## config.mk

```make
export PLATFORM = sky130hd
export DESIGN_NAME = uart_rx_ctrl
export DESIGN_NICKNAME = d
export VERILOG_FILES = /design/src/rtl/uart_rx_pkg.sv /design/src/rtl/uart_rx_sampler.sv /design/src/rtl/uart_rx_ctrl.sv
export SDC_FILE = /design/constraint.sdc
export NUM_CORES = 1
export LEC_CHECK = 0
export BUFFER_PORTS_ARGS = -buffer_cell sky130_fd_sc_hd__buf_4
export CORE_MARGIN = 4
export CORE_UTILIZATION = 39
export CTS_BUF_LIST = sky130_fd_sc_hd__clkbuf_2 sky130_fd_sc_hd__clkbuf_4 sky130_fd_sc_hd__clkbuf_8
export CTS_CLUSTER_DIAMETER = 50
export DETAILED_ROUTE_END_ITERATION = 8
export PLACE_DENSITY = 0.54
export SLEW_MARGIN = 10
export SYNTH_ARGS = -nofsm -noshare
export SYNTH_HDL_FRONTEND = slang
export SYNTH_HIERARCHICAL = 1
export SYNTH_SLANG_ARGS = --single-unit
```

## constraint.sdc

```tcl
create_clock -name clk -period 5.75 [get_ports clk]
set_input_delay 1.4375 -clock clk [delete_from_list [all_inputs] [get_ports clk]]
set_output_delay 1.4375 -clock clk [all_outputs]
set_load 0.05 [all_outputs]
```

## src/rtl/uart_rx_pkg.sv

```systemverilog
// Shared definitions for the UART receive controller: FSM state encoding
// and prescale limits.
package uart_rx_pkg;

  typedef enum logic [2:0] {
    IDLE     = 3'd0,
    START    = 3'd1,
    DATA     = 3'd2,
    PARITY   = 3'd3,
    STOP     = 3'd4,
    BRK_WAIT = 3'd5
  } state_t;

  // Prescale used whenever the requested one is odd or too small
  localparam int PRESC_DEF = 8;
  // Smallest prescale that leaves room for three sample taps plus a decision cycle
  localparam int PRESC_MIN = 6;

endpackage

```

## src/rtl/uart_rx_sampler.sv

```systemverilog
// Three-tap majority sampler centred on the middle of a bit period.
// Taps are stored at P/2-1 and P/2; the third tap is the live input at
// P/2+1, where the majority is presented together with sample_done so the
// controller registers the decided bit on that edge.
module uart_rx_sampler #(
  parameter int PRESC_W = 6
) (
  input  logic               clk,
  input  logic [PRESC_W-1:0] edge_cnt,
  input  logic [PRESC_W-1:0] presc,
  input  logic               rx_in,
  output logic               sampled_bit,
  output logic               sample_done
);

  logic [PRESC_W-1:0] half;
  logic               tap0;
  logic               tap1;

  assign half = presc >> 1;

  // Capture the first two taps of the majority window
  always_ff @(posedge clk) begin
    if (edge_cnt == half - PRESC_W'(1)) tap0 <= rx_in;
    if (edge_cnt == half)               tap1 <= rx_in;
  end

  assign sample_done = (edge_cnt == half + PRESC_W'(1));
  assign sampled_bit = (tap0 & tap1) | (tap0 & rx_in) | (tap1 & rx_in);

endmodule

```

## src/rtl/uart_rx_ctrl.sv

```systemverilog
// UART receive controller: oversampled start detection, majority-vote bit
// sampling, LSB-first deserialisation, parity/stop checking and break
// detection. Frame configuration is latched when a start edge is accepted.
module uart_rx_ctrl
  import uart_rx_pkg::*;
#(
  parameter int DATA_W  = 8,
  parameter int PRESC_W = 6
) (
  input  logic               clk,
  input  logic               rst,
  input  logic               rx_in,
  input  logic               par_en,
  input  logic               par_typ,
  input  logic               stop2,
  input  logic [PRESC_W-1:0] prescale,
  output logic [DATA_W-1:0]  p_data,
  output logic               data_valid,
  output logic               par_err,
  output logic               stp_err,
  output logic               break_det,
  output logic               busy
);

  localparam int BIT_W = (DATA_W > 1) ? $clog2(DATA_W) : 1;
  localparam logic [BIT_W-1:0] LAST_BIT = BIT_W'(DATA_W - 1);

  state_t              state, state_nxt;
  logic [PRESC_W-1:0]  edge_cnt, edge_nxt;
  logic [BIT_W-1:0]    bit_cnt, bit_nxt;
  logic [DATA_W-1:0]   p_data_nxt;
  logic                par_err_nxt, stp_err_nxt;
  logic                ok_q, ok_nxt;
  logic                brk_q, brk_nxt, brk_pulse_nxt;
  logic                cfg_ld, shift_en, par_ld;

  logic [PRESC_W-1:0]  presc_q;
  logic                par_en_q, par_typ_q, stop2_q, par_bit_q;
  logic [DATA_W-1:0]   shreg;

  logic                sampled_bit, sample_done;
  logic                edge_last, last_stop, brk_cond;

  // Odd or undersized prescale values fall back to the default
  function automatic logic [PRESC_W-1:0] legal_presc(input logic [PRESC_W-1:0] p);
    if (p[0] || (p < PRESC_W'(PRESC_MIN))) return PRESC_W'(PRESC_DEF);
    return p;
  endfunction

  uart_rx_sampler #(.PRESC_W(PRESC_W)) u_sampler (
    .clk         (clk),
    .edge_cnt    (edge_cnt),
    .presc       (presc_q),
    .rx_in       (rx_in),
    .sampled_bit (sampled_bit),
    .sample_done (sample_done)
  );

  assign edge_last = (edge_cnt == presc_q - PRESC_W'(1));
  assign last_stop = (bit_cnt == BIT_W'(stop2_q));
  // Break: all-zero data, zero parity bit (if present) and a zero stop bit
  assign brk_cond  = (shreg == '0) && (!par_en_q || !par_bit_q) && !sampled_bit;

  // Next-state, counter and flag logic; outputs data_valid and busy
  always_comb begin
    state_nxt     = state;
    edge_nxt      = edge_cnt;
    bit_nxt       = bit_cnt;
    p_data_nxt    = p_data;
    par_err_nxt   = par_err;
    stp_err_nxt   = stp_err;
    ok_nxt        = ok_q;
    brk_nxt       = brk_q;
    brk_pulse_nxt = 1'b0;
    cfg_ld        = 1'b0;
    shift_en      = 1'b0;
    par_ld        = 1'b0;
    data_valid    = 1'b0;
    busy          = (state != IDLE);

    if ((state != IDLE) && (state != BRK_WAIT))
      edge_nxt = edge_last ? '0 : edge_cnt + PRESC_W'(1);

    case (state)
      IDLE: begin
        // The detection cycle itself is edge 0 of the start bit
        if (!rx_in) begin
          state_nxt = START;
          edge_nxt  = PRESC_W'(1);
          cfg_ld    = 1'b1;
          ok_nxt    = 1'b0;
          brk_nxt   = 1'b0;
        end
      end
      START: begin
        if (sample_done && sampled_bit) begin
          state_nxt = IDLE;
          edge_nxt  = '0;
        end else if (edge_last) begin
          state_nxt   = DATA;
          bit_nxt     = '0;
          par_err_nxt = 1'b0;
          stp_err_nxt = 1'b0;
        end
      end
      DATA: begin
        shift_en = sample_done;
        if (edge_last) begin
          if (bit_cnt == LAST_BIT) begin
            bit_nxt   = '0;
            state_nxt = par_en_q ? PARITY : STOP;
          end else begin
            bit_nxt = bit_cnt + BIT_W'(1);
          end
        end
      end
      PARITY: begin
        par_ld = sample_done;
        if (sample_done && (sampled_bit != (^shreg ^ par_typ_q)))
          par_err_nxt = 1'b1;
        if (edge_last) state_nxt = STOP;
      end
      STOP: begin
        if (sample_done) begin
          if (last_stop && brk_cond) begin
            brk_nxt       = 1'b1;
            brk_pulse_nxt = 1'b1;
            stp_err_nxt   = 1'b1;
          end else if (!sampled_bit) begin
            stp_err_nxt = 1'b1;
          end else if (last_stop && !par_err && !stp_err) begin
            ok_nxt     = 1'b1;
            p_data_nxt = shreg;
          end
        end
        data_valid = last_stop && edge_last && ok_q;
        if (edge_last) begin
          if (!last_stop) begin
            bit_nxt = bit_cnt + BIT_W'(1);
          end else if (brk_q) begin
            state_nxt = BRK_WAIT;
            edge_nxt  = '0;
            bit_nxt   = '0;
          end else if (!rx_in) begin
            // Back-to-back frame: this cycle is the next frame's detection cycle
            state_nxt = START;
            edge_nxt  = PRESC_W'(1);
            bit_nxt   = '0;
            cfg_ld    = 1'b1;
            ok_nxt    = 1'b0;
            brk_nxt   = 1'b0;
          end else begin
            state_nxt = IDLE;
            bit_nxt   = '0;
          end
        end
      end
      BRK_WAIT: begin
        // edge_cnt counts consecutive high cycles of the line
        if (rx_in) begin
          if (edge_cnt == PRESC_W'(2)) begin
            state_nxt = IDLE;
            edge_nxt  = '0;
          end else begin
            edge_nxt = edge_cnt + PRESC_W'(1);
          end
        end else begin
          edge_nxt = '0;
        end
      end
      default: begin
        state_nxt = IDLE;
        edge_nxt  = '0;
        bit_nxt   = '0;
      end
    endcase
  end

  // Control state, counters, status flags and the output word
  always_ff @(posedge clk) begin
    if (!rst) begin
      state     <= IDLE;
      edge_cnt  <= '0;
      bit_cnt   <= '0;
      p_data    <= '0;
      par_err   <= 1'b0;
      stp_err   <= 1'b0;
      ok_q      <= 1'b0;
      brk_q     <= 1'b0;
      break_det <= 1'b0;
    end else begin
      state     <= state_nxt;
      edge_cnt  <= edge_nxt;
      bit_cnt   <= bit_nxt;
      p_data    <= p_data_nxt;
      par_err   <= par_err_nxt;
      stp_err   <= stp_err_nxt;
      ok_q      <= ok_nxt;
      brk_q     <= brk_nxt;
      break_det <= brk_pulse_nxt;
    end
  end

  // Per-frame configuration, shift register and received parity bit
  always_ff @(posedge clk) begin
    if (cfg_ld) begin
      presc_q   <= legal_presc(prescale);
      par_en_q  <= par_en;
      par_typ_q <= par_typ;
      stop2_q   <= stop2;
    end
    if (shift_en) shreg <= {sampled_bit, shreg[DATA_W-1:1]};
    if (par_ld)   par_bit_q <= sampled_bit;
  end

endmodule

```

# --- Yosys cells after proc, flatten, opt, wreduce, memory -nomap -nowiden ---
# Index checks and enable logic that the tools add are counted.
totals:
  ff_bits: 45
  out_inout_bits: 13
op_classes:
  add_sub_neg: 5
  order_cmp: 1
  eq_ne: 28
  n_mux: 69
  n_bitwise: 8
  n_reduce_logical: 33
op_table:
  columns: ["op", "count"]
  rows:
  - ["6-bit two-way mux", 11]
  - ["3-bit two-way mux", 18]
  - ["1-bit two-way mux", 32]
  - ["6-bit case mux with 5 select lines", 1]
  - ["2-bit inequality test, second input constant", 12]
  - ["6-bit == test", 3]
  - ["3-bit case mux with 6 select lines", 1]
  - ["5-bit AND reduction", 3]
  - ["3-bit case mux with 4 select lines", 1]
  - ["1-bit logical AND", 10]
  - ["1-bit case mux with 2 select lines", 5]
  - ["3-bit == test, second input constant", 3]
  - ["3-bit inequality test, second input constant", 3]
  - ["9-bit AND reduction", 1]
  - ["8-bit zero test", 1]
  - ["8-bit XOR reduction", 1]
  - ["5-bit by 1-bit adder with 6-bit output, second input constant", 1]
  - ["6-bit by 1-bit adder with 6-bit output, second input constant", 1]
  - ["3-bit by 2-bit == test with 1-bit output, second input constant", 2]
  - ["6-bit by 2-bit == test with 1-bit output, second input constant", 1]
  - ["6-bit by 5-bit == test with 1-bit output", 1]
  - ["6-bit by 3-bit < comparator with 1-bit output, second input constant", 1]
  - ["2-bit nonzero test", 3]
  - ["5-bit by 1-bit subtractor with 6-bit output, second input constant", 1]
  - ["18 further kinds", 27]

# --- Depth between registers and ports, before layout ---
# Gate-level depths: netlist (run 1).
depth:
  depth_word: 13
  mapped_depth: 11

# --- Cells and area by module ---
# The synthesis (run 1) kept the hierarchy.
modules_own_cells:
  columns: ["mod", "n_inst", "cells_each", "area_each_um2", "seq_area_each_um2"]
  rows:
  - ["uart_rx_ctrl", 1, 276, 2541.2, 1041.0]
  - ["uart_rx_sampler", 1, 50, 410.4, 60.1]

# --- Worst setup path after synthesis (run 1) ---
# No wires, ideal clock.
synth_path:
  path_kind: "register to output"
  start: "register presc_q[1]"
  end: "output port data_valid"
  arrival_time_ns: 2.593
  path_slack_ns: 1.720
  stages_incl_launch_ff: 8
  path_buffers: 0
  cell_sequence: "edfxtp_1 > inv_1 > ha_1 > xnor2_1 > nor2_1 > o211a_2 > nand2_1 > nor3_1"
synth_between:
  elab_chain_cells: 5
synth_rtl:
  columns: ["element", "line_no", "source"]
  rows:
  - ["start, declared", "uart_rx_ctrl.sv:37", "logic [PRESC_W-1:0] presc_q;"]
  - ["start signal, assigned", "uart_rx_ctrl.sv:207", "presc_q <= legal_presc(prescale);"]
  - ["6-bit by 1-bit subtractor with 6-bit output", "uart_rx_ctrl.sv:59", "assign edge_last = (edge_cnt == presc_q - PRESC_W'(1));"]
  - ["6-bit == test", "uart_rx_ctrl.sv:59", null]
  - ["1-bit logical AND (2 in series)", "uart_rx_ctrl.sv:136", "data_valid = last_stop && edge_last && ok_q;"]
  - ["1-bit two-way mux", "uart_rx_ctrl.sv:84", "case (state)"]
  - ["end, declared", "uart_rx_ctrl.sv:18", "output logic data_valid,"]
# No other way between the ends.

# --- Worst setup path in the final report (run 1) ---
# Same ends and word-level chain as after synthesis.

==> flow_summary.toml, run 1 <==
[placed_design]
placed_cell_area_um2 = 3170
total_half_perimeter_wirelength_after_legalization_and_detailed_placement_mm = 4.79
gp_congestion = 0.874
buffer_ports.inserted = 24

[sta]
report.final.slew_viol_count = 0
final_hold_viol_count = 0
setup_tns_ps = 0
worst_hold_slack_ps = 489
max_freq_mhz = 258
period_minus_slack_ps = 3870
clock-skew-final_ps = 13.9
grt_setup_unrepaired = "no"
max_slew_margin_pct = 40.8
actual_transition_at_the_worst_max_transition_pin_ps = 879
setup_viol = 0
min_period_over_period_pct = 67.3

[power]
p_total_mw = 1.11
comb_power_share_pct = 39.5
switching_share_pct = 42.9
share_clk_of_total_power_pct = 19.2
power.sequential.fraction_pct = 41.3
power.density_nw_per_um2 = 338
power.net_switching_uw = 474
max-vdd-ir-drop_mv = 0.233
total_leakage_power_nw = 1.34
internal_power_uw = 631

[global_routing]
antenna_found_initial = 0
globalRoute.totalOverflow = 0
grt_first_pass_wirelength_mm = 10.8
via_count_of_the_first_global_routing_pass = 2221
grt_start_max_net_pins = 19
global_route.usage.total_pct = 15.4

[layout]
layout.cells.most_common = "nand2_1"
n_fill_cell = 757
finish.net_count = 367
final_layout_size_suffix_gt1_share_pct = 14.2
final_core_utilization_pct = 44.8
n_antenna_cell = 0
area_growth_syn_to_layout_pct = 10.7
most-common-layout-cells = "nand2_1 (27), dfxtp_1 (25), buf_4 (24), a21oi_1 (22), nor2_1 (21)"
multi_input_area_um2 = 1690
sequential_cell_area_in_the_final_layout_um2 = 1100
final_area_um2 = 3270

[detailed_routing]
drt_first_pass_iters = 4
routedWlPerCell_um = 14.7
postRouteWirelength_mm = 6.55
residual_antenna_violating_net_count_after_detailed_routing = 0
drt-initial-drc-count = 197
drc_violations_left = 0
dr_total_vias = 2367
route.detailed.vias_per_inst = 5.33

[clock_network]
postCtsSetupRepairBufs = 0
tritoncts = "yes"
cts_buffer_depth = 2
cts_sinks = 45
cts_max_level = 2
post_cts_hold_fix_bufs = 0
clkLatencyLatePin_ps = 310
tritoncts.num_buffers = 5
cts-root-buf = "clkbuf_8"
post_cts_resize_count = 0
clkSlewWorstSetupHoldPaths_ps = 90

[setup_path]
worst_ep_arrival_time_ps = 2430
timing.critical_path.required_ps = 4310
setup.worst_path.end_class = "output port"
worst-path-buf-inv = 2
critical_path_depth = 8
start_kind = "flop"
worstPathCellList = "inv_1, ha_1, xnor2_1, nor2_1, o211a_2, nand2_1, nor3_1, buf_4"
crit_path_max_fanout = 10
timing.setup.critical_path_class = "reg2out"
critPathSlowestCell = "edfxtp_1"
reg2regPathDepth = 10
critical_path.max_stage_delay_ps = 570
timing.critical_path.max_delay_family = "flip-flops"

[die]
design.die.area_um2 = 9020
initial_core_util_pct = 40.5
boundaryPins = 25
fp-row-count = 31
dieHeight_um = 95.0
core_um2 = 7290
die_w_um = 95.0

[run_status]
run_status = "finished, final reports clean"

[yosys]
yosys-top-cells-area = "edfxtp_1 (20%), dfxtp_1 (17%), ha_1 (4.7%), a21oi_1 (3.7%), xnor2_1 (3.6%)"
synth.yosys.seq_area_share_pct = 37.3
synth_async_sr_flop_share_pct = 0
synth_ff_type = "dfxtp_1"
synth_enable_flop_cells = 20
synth_warnings = 6
yosys.area.top_type = "edfxtp_1"
synth.top_cell.area_share_pct = 20.3
postSynthNetCount = 349
synth_cell_type_count = 66
synth_area_um2 = 2950
post_synth_inst_count = 326
synth_seq_cells = 45
synth.avg_cell_area_um2 = 9.05

[job]
max_cap_violations = 0

[hold_path]
worstHoldPathType = "reg2reg"
worstHoldPathCells = 0
==> synthesized netlist by cell type (3+ instances only) <==
library cell / instances
nand2_1: 27
edfxtp_1: 20
xnor2_1: 12
a22oi_1: 4
o21ai_1: 4
a21o_1: 3
nor2b_1: 9
nand4_1: 3
and2_0: 3
nand2b_1: 10
nor4_1: 3
ha_1: 11
a21oi_1: 22
buf_2: 5
dfxtp_1: 25
and3_1: 3
or3_1: 4
inv_1: 19
nor3_1: 10
nand3_1: 8
xor2_1: 12
nor2_1: 21
o21ai_0: 11
o31ai_1: 3
a211oi_1: 3
nor3_2: 3
mux2i_1: 9
and2_1: 4
buf_6: 3
o211ai_1: 5
clkbuf_1: 4
==> final timing paths <==
check | start | endpoint | slack, ps
hold reg to reg | shreg[1]$_DFFE_PP_ | shreg[0]$_DFFE_PP_ | 490
setup reg to reg | presc_q[2]$_SDFFCE_PP0P_ | edge_cnt[4]$_SDFF_PN0_ | 2590
hold / removal | shreg[1]$_DFFE_PP_ | shreg[0]$_DFFE_PP_ | 490
setup / recovery | presc_q[1]$_SDFFCE_PP0P_ | data_valid | 1880
==> registers in the layout, indices dropped and copies added (netlist names), 3 cells and up <==
signal	count
bit_cnt	3
edge_cnt	6
p_data	8
presc_q	6
shreg	8
state	3
==> power groups by stage <==
stage          clock [mW]  sequential [mW]  combinational, mW
2_1_floorplan           0            0.424              0.367
3_3_place_gp            0            0.463              0.438
3_5_place_dp            0            0.464              0.433
4_1_cts             0.219            0.456              0.435
5_1_grt             0.230            0.465              0.488
6_report            0.212            0.457              0.437
==> cells by family after synthesis <==
kind of cell	count (synthesis)	share of synthesized area, %
fa+ha+maj	12	5.00
buf+inv	34	5.43
compound gates	78	18.0
xor+xnor	26	8.22
simple gates	121	22.9
flops	45	37.3
other cells	1	0.127
mux	9	3.05
==> worst reg2reg max path: stages, from the launching register on <==
cell      delay (ps)
edfxtp_1         670
inv_1             90
ha_1             300
xor2_1           180
nor3_1           210
o211a_1          290
a21boi_1         110
o31ai_1          430
or4b_4           540
o211ai_1         120
a21oi_1           80
==> cell type report <==
class | instances | area share (%)
clock buffers | 5 | 2.11
clock inverters | 3 | 0.766
inverters | 21 | 2.41
multi-input cells | 247 | 51.7
flip-flops and latches | 45 | 33.7
well taps | 99 | 3.79
repair buffers | 24 | 5.51
==> through the flow <==
stage / cells / setup WS, ps
after CTS: 444 / 1860
final: 444 / 1880
after global placement: 436 / 2250
after global routing: 444 / 1720
after detailed placement: 436 / 2200
after floorplan: 326 / 1720
==> per-layer routing <==
layer | wire, um | global-route usage (%)
met2 | 2900 | 23.8
met1 | 3280 | 21.7
met4 | 82 | 5.17
met5 | 0 | 0
met3 | 287 | 2.63
No activity file was read; power rests on OpenSTA's default activity.
==> inputs of run 2 (changes only) <==
==> constraint.sdc (replaced) <==
create_clock -name clk -period 3.8 [get_ports clk]
set_input_delay 0.95 -clock clk [delete_from_list [all_inputs] [get_ports clk]]
set_output_delay 0.95 -clock clk [all_outputs]
set_load 0.05 [all_outputs]
==> flow_summary.toml, run 2 (same netlist as run 1, synthesis figures left out) <==
[setup_path]
critPathSlowestCell = "edfxtp_1"
timing.setup.critical_path_class = "reg2out"
worst_ep_arrival_time_ps = 2450
worstPathCellList = "inv_1, ha_1, xnor2_1, nor2_1, o211a_2, nand2_1, nor3_1, buf_4"
worst-path-buf-inv = 2
start_kind = "flop"
setup.worst_path.end_class = "output port"
crit_path_max_fanout = 10
critical_path.max_stage_delay_ps = 570
timing.critical_path.required_ps = 2850
timing.critical_path.max_delay_family = "flip-flops"

[sta]
min_period_over_period_pct = 89.4
setup_tns_ps = 0
max_freq_mhz = 294
max_slew_margin_pct = 38.0
final_hold_viol_count = 0
setup_viol = 0
period_minus_slack_ps = 3400
actual_transition_at_the_worst_max_transition_pin_ps = 920
report.final.slew_viol_count = 0
clock-skew-final_ps = 16.9
worst_slack_ps = 404
worst_hold_slack_ps = 486
grt_setup_unrepaired = "no"

[detailed_routing]
residual_antenna_violating_net_count_after_detailed_routing = 0
routedWlPerCell_um = 15.3
drt-initial-drc-count = 190
postRouteWirelength_mm = 6.81
route.detailed.vias_per_inst = 5.37
dr_total_vias = 2390
drt_first_pass_iters = 4
drc_violations_left = 0

[global_routing]
groute.layer.met3.usage_pct = 3.03
grtUsageMet2_pct = 23.7
globalRoute.totalOverflow = 0
grt-busiest-layer = "met2"
antenna_found_initial = 0
via_count_of_the_first_global_routing_pass = 2273
global_route.usage.total_pct = 15.9
grt_first_pass_wirelength_mm = 11.4
met1_usage_pct = 23.4
grt_start_max_net_pins = 19

[layout]
layout.cells.most_common = "nand2_1"
n_antenna_cell = 0
area_growth_syn_to_layout_pct = 11.0
n_fill_cell = 764
finish.net_count = 368
final_layout_size_suffix_gt1_share_pct = 14.5
layout_top_registers = "p_data (8), shreg (8)"
most-common-layout-cells = "nand2_1 (27), dfxtp_1 (25), buf_4 (25), a21oi_1 (22), nor2_1 (21)"

[power]
internal_power_uw = 959
power.sequential.fraction_pct = 41.1
comb_power_share_pct = 39.9
switching_share_pct = 43.0
total_leakage_power_nw = 1.34
share_clk_of_total_power_pct = 19.0
power.density_nw_per_um2 = 514
p_total_mw = 1.68
max-vdd-ir-drop_mv = 0.454
power.net_switching_uw = 724

[placed_design]
gp_congestion = 0.828
total_half_perimeter_wirelength_after_legalization_and_detailed_placement_mm = 5.01
pre_cts_slack_ps = 719
buffer_ports.inserted = 24

[clock_network]
post_cts_hold_fix_bufs = 0
tritoncts = "yes"
cts-root-buf = "clkbuf_8"
clkSlewWorstSetupHoldPaths_ps = 100
post_cts_resize_count = 0
cts_sinks = 45
cts_max_level = 2
postCtsSetupRepairBufs = 0
cts_buffer_depth = 2
tritoncts.num_buffers = 5
clkLatencyLatePin_ps = 310

[die]
core_um2 = 7290
design.die.area_um2 = 9020
fp-row-count = 31
die_w_um = 95.0
initial_core_util_pct = 40.5
dieHeight_um = 95.0
boundaryPins = 25

[job]
max_cap_violations = 0

[run_status]
run_status = "finished, final reports clean"

[hold_path]
worstHoldPathType = "reg2reg"
run 2: worst paths after layout:
| path | endpoint | slack [ps] | cells past startpoint | start |
|---|---|---|---|---|
| max reg2reg | edge_cnt[5]$_SDFF_PN0_ | 730 | 10 | presc_q[2]$_SDFFCE_PP0P_ |
| min reg2reg | shreg[6]$_DFFE_PP_ | 490 | 0 | shreg[7]$_DFFE_PP_ |
| max | data_valid | 400 | 8 | presc_q[1]$_SDFFCE_PP0P_ |
| min | shreg[6]$_DFFE_PP_ | 490 | 0 | shreg[7]$_DFFE_PP_ |
run 2: stage by stage:
stage | area (um^2) | instances | util (%)
floorplan | 2950 | 326 | -
global placement | 3180 | 437 | 43.6
detailed placement | 3180 | 437 | 43.6
CTS | 3280 | 445 | 44.9
global route | 3280 | 445 | 44.9
finish | 3280 | 445 | 44.9
run 2: power groups by stage:
stage          registers (mW)  clock network [mW]  logic (mW)
6_report                0.691               0.319       0.672
3_5_place_dp            0.702                   0       0.667
4_1_cts                 0.690               0.330       0.669
2_1_floorplan           0.641                   0       0.556
3_3_place_gp            0.699                   0       0.669
5_1_grt                 0.703               0.349       0.755
run 2: area by class of cell:
| class | instances | area [um^2] | share of cell area (%) |
|---|---|---|---|
| Clock buffer | 5 | 68.8 | 2.10 |
| Clock inverter | 3 | 25.0 | 0.764 |
| Inverter | 21 | 78.8 | 2.41 |
| Multi-Input combinational cell | 247 | 1690 | 51.6 |
| Sequential cell | 45 | 1100 | 33.6 |
| Tap cell | 99 | 124 | 3.78 |
| Timing Repair Buffer | 25 | 188 | 5.73 |
run 2: routing by layer:
layer	part of all wire [%]	up-vias	wire length (um)
met5	0	-	0
met4	0.87	0	59
met3	4.9	6	335
met2	44	54	2970
met1	51	1123	3440
li1	-	1207	-
==> inputs of run 3 (changes only) <==
--- a/config.mk
+++ b/config.mk
@@ -7,13 +7,12 @@
 export LEC_CHECK = 0
 export BUFFER_PORTS_ARGS = -buffer_cell sky130_fd_sc_hd__buf_4
 export CORE_MARGIN = 4
-export CORE_UTILIZATION = 39
+export CORE_UTILIZATION = 27
 export CTS_BUF_LIST = sky130_fd_sc_hd__clkbuf_2 sky130_fd_sc_hd__clkbuf_4 sky130_fd_sc_hd__clkbuf_8
 export CTS_CLUSTER_DIAMETER = 50
 export DETAILED_ROUTE_END_ITERATION = 8
-export PLACE_DENSITY = 0.54
+export PLACE_DENSITY = 0.4
 export SLEW_MARGIN = 10
 export SYNTH_ARGS = -nofsm -noshare
 export SYNTH_HDL_FRONTEND = slang
-export SYNTH_HIERARCHICAL = 1
 export SYNTH_SLANG_ARGS = --single-unit
==> flow_summary.toml, run 3 <==
[run_status]
run_status = "finished, final reports clean"

[die]
dieHeight_um = 112
boundaryPins = 25
fp-row-count = 37
die_w_um = 112
initial_core_util_pct = 28.0
core_um2 = 10400
design.die.area_um2 = 12500

[yosys]
postSynthNetCount = 341
synth_area_um2 = 2920
synth.top_cell.area_share_pct = 20.6
yosys-top-cells-area = "edfxtp_1 (21%), dfxtp_1 (17%), ha_1 (5.1%), mux2i_1 (4.8%), nand2_1 (4.5%)"
synth_seq_cells = 45
synth_warnings = 0
post-synth-top-count-cell = "nand2_1"
post_synth_inst_count = 317
synth_ff_type = "dfxtp_1"
synth.top_cells.by_count = "nand2_1 (35), dfxtp_1 (25), edfxtp_1 (20)"
yosys.area.top_type = "edfxtp_1"
synth.yosys.seq_area_share_pct = 37.7
synth_async_sr_flop_share_pct = 0
synth_cell_type_count = 59
synth_enable_flop_cells = 20
synth.avg_cell_area_um2 = 9.20

[sta]
actual_transition_at_the_worst_max_transition_pin_ps = 827
setup_viol = 0
min_period_over_period_pct = 91.3
clock-skew-final_ps = 15.2
max_slew_margin_pct = 44.3
final_hold_viol_count = 0
report.final.slew_viol_count = 0
grt_setup_unrepaired = "no"
worst_slack_ps = 331
max_freq_mhz = 288
period_minus_slack_ps = 3470
setup_tns_ps = 0

[placed_design]
gp_congestion = 0.792
placed_cell_area_um2 = 3210
dpl.cell_count = 464
pre_cts_slack_ps = 661
total_half_perimeter_wirelength_after_legalization_and_detailed_placement_mm = 5.20
buffer_ports.inserted = 24

[layout]
area_growth_syn_to_layout_pct = 13.2
final_core_utilization_pct = 31.7
most-common-layout-cells = "nand2_1 (35), buf_4 (29), dfxtp_1 (25), edfxtp_1 (20), inv_1 (16)"
layout_top_registers = "p_data (8), shreg (8)"
final_cell_count_no_fill = 472
finish.net_count = 359
layout.cells.most_common = "nand2_1"
final_area_um2 = 3300
n_antenna_cell = 0
final_layout_size_suffix_gt1_share_pct = 13.7

[clock_network]
post_cts_hold_fix_bufs = 0
cts-root-buf = "clkbuf_8"
postCtsSetupRepairBufs = 0
cts_sinks = 45
cts_max_level = 2
clkSlewWorstSetupHoldPaths_ps = 100
tritoncts.num_buffers = 5
cts_buffer_depth = 2
post_cts_resize_count = 0
tritoncts = "yes"
clkLatencyLatePin_ps = 310

[setup_path]
crit_path_max_fanout = 9
worst_ep_arrival_time_ps = 2520
timing.setup.critical_path_class = "reg2out"
start_kind = "flop"
timing.critical_path.required_ps = 2850
setup.worst_path.end_class = "output port"

[detailed_routing]
routedWlPerCell_um = 14.9
drt_first_pass_iters = 5
residual_antenna_violating_net_count_after_detailed_routing = 0
route.detailed.vias_per_inst = 4.86
drt-initial-drc-count = 85
postRouteWirelength_mm = 7.05
drc_violations_left = 0
dr_total_vias = 2292

[global_routing]
grt_start_max_net_pins = 25
grt_first_pass_wirelength_mm = 12.1
antenna_found_initial = 0
via_count_of_the_first_global_routing_pass = 2259
globalRoute.totalOverflow = 0
global_route.usage.total_pct = 11.7

[power]
max-vdd-ir-drop_mv = 0.145
power.density_nw_per_um2 = 511
total_leakage_power_nw = 1.24

[hold_path]
worstHoldPathType = "reg2reg"

[job]
max_cap_violations = 0
[run 3: logic make-up (layout without fill, tap and decap cells)]
kind of cell,Yosys count,in the layout,share of synthesized area [%]
DFF,45,45,37.7
muxes,14,14,4.80
adders and majority gates,12,12,5.15
xor gates and xnor gates,25,25,8.15
other,1,1,0.129
and+or+nand+nor,125,125,23.4
AOI/OAI and AO/OA,60,60,15.2
buffers and inverters,35,54,5.49
[run 3: per-layer routing]
layer	track usage, %	wire length [um]
met2	19.9	3420
met1	15.3	3320
met5	0	0
met3	2.01	194
met4	3.29	108
[run 3: final timing paths]
check | cells after the start | from | slack [ps] | end
hold reg to reg | 2 | par_err$_SDFFE_PN0P_ | 480 | par_err$_SDFFE_PN0P_
setup / recovery | 8 | presc_q[2]$_SDFFCE_PP0P_ | 330 | data_valid
setup reg to reg | 9 | presc_q[2]$_SDFFCE_PP0P_ | 830 | presc_q[0]$_SDFFCE_PP0P_
hold / removal | 2 | par_err$_SDFFE_PN0P_ | 480 | par_err$_SDFFE_PN0P_
[run 3: report_power, final]
part	internal (mW)	leakage (nW)	switching, mW	total [mW]
clock network	0.133	0.0447	0.192	0.325
logic	0.274	0.806	0.414	0.687
registers	0.565	0.386	0.110	0.676
[run 3: cell type report]
| type | instances | area (um^2) |
|---|---|---|
| Tap cell | 136 | 170 |
| Clock buffer | 5 | 68.8 |
| Fill cell | 1107 | 7110 |
| Timing Repair Buffer | 29 | 218 |
| Inverter | 17 | 63.8 |
| Clock inverter | 3 | 25.0 |
| Sequential cell | 45 | 1100 |
| Multi-Input combinational cell | 237 | 1660 |
[run 3: critical path, cell delays in order (launching register included)]
cell,delay [ps]
edfxtp_1,520
inv_1,120
ha_1,250
nor3b_1,320
and3_1,200
o221ai_1,180
nor2_1,230
and3_1,190
buf_4,190
[run 3: metrics by stage]
stage	power [mW]	hold WS (ps)
after global placement	1.39	471
after floorplan	1.20	450
after global routing	1.82	511
after detailed placement	1.38	472
final	1.69	478
after CTS	1.72	488
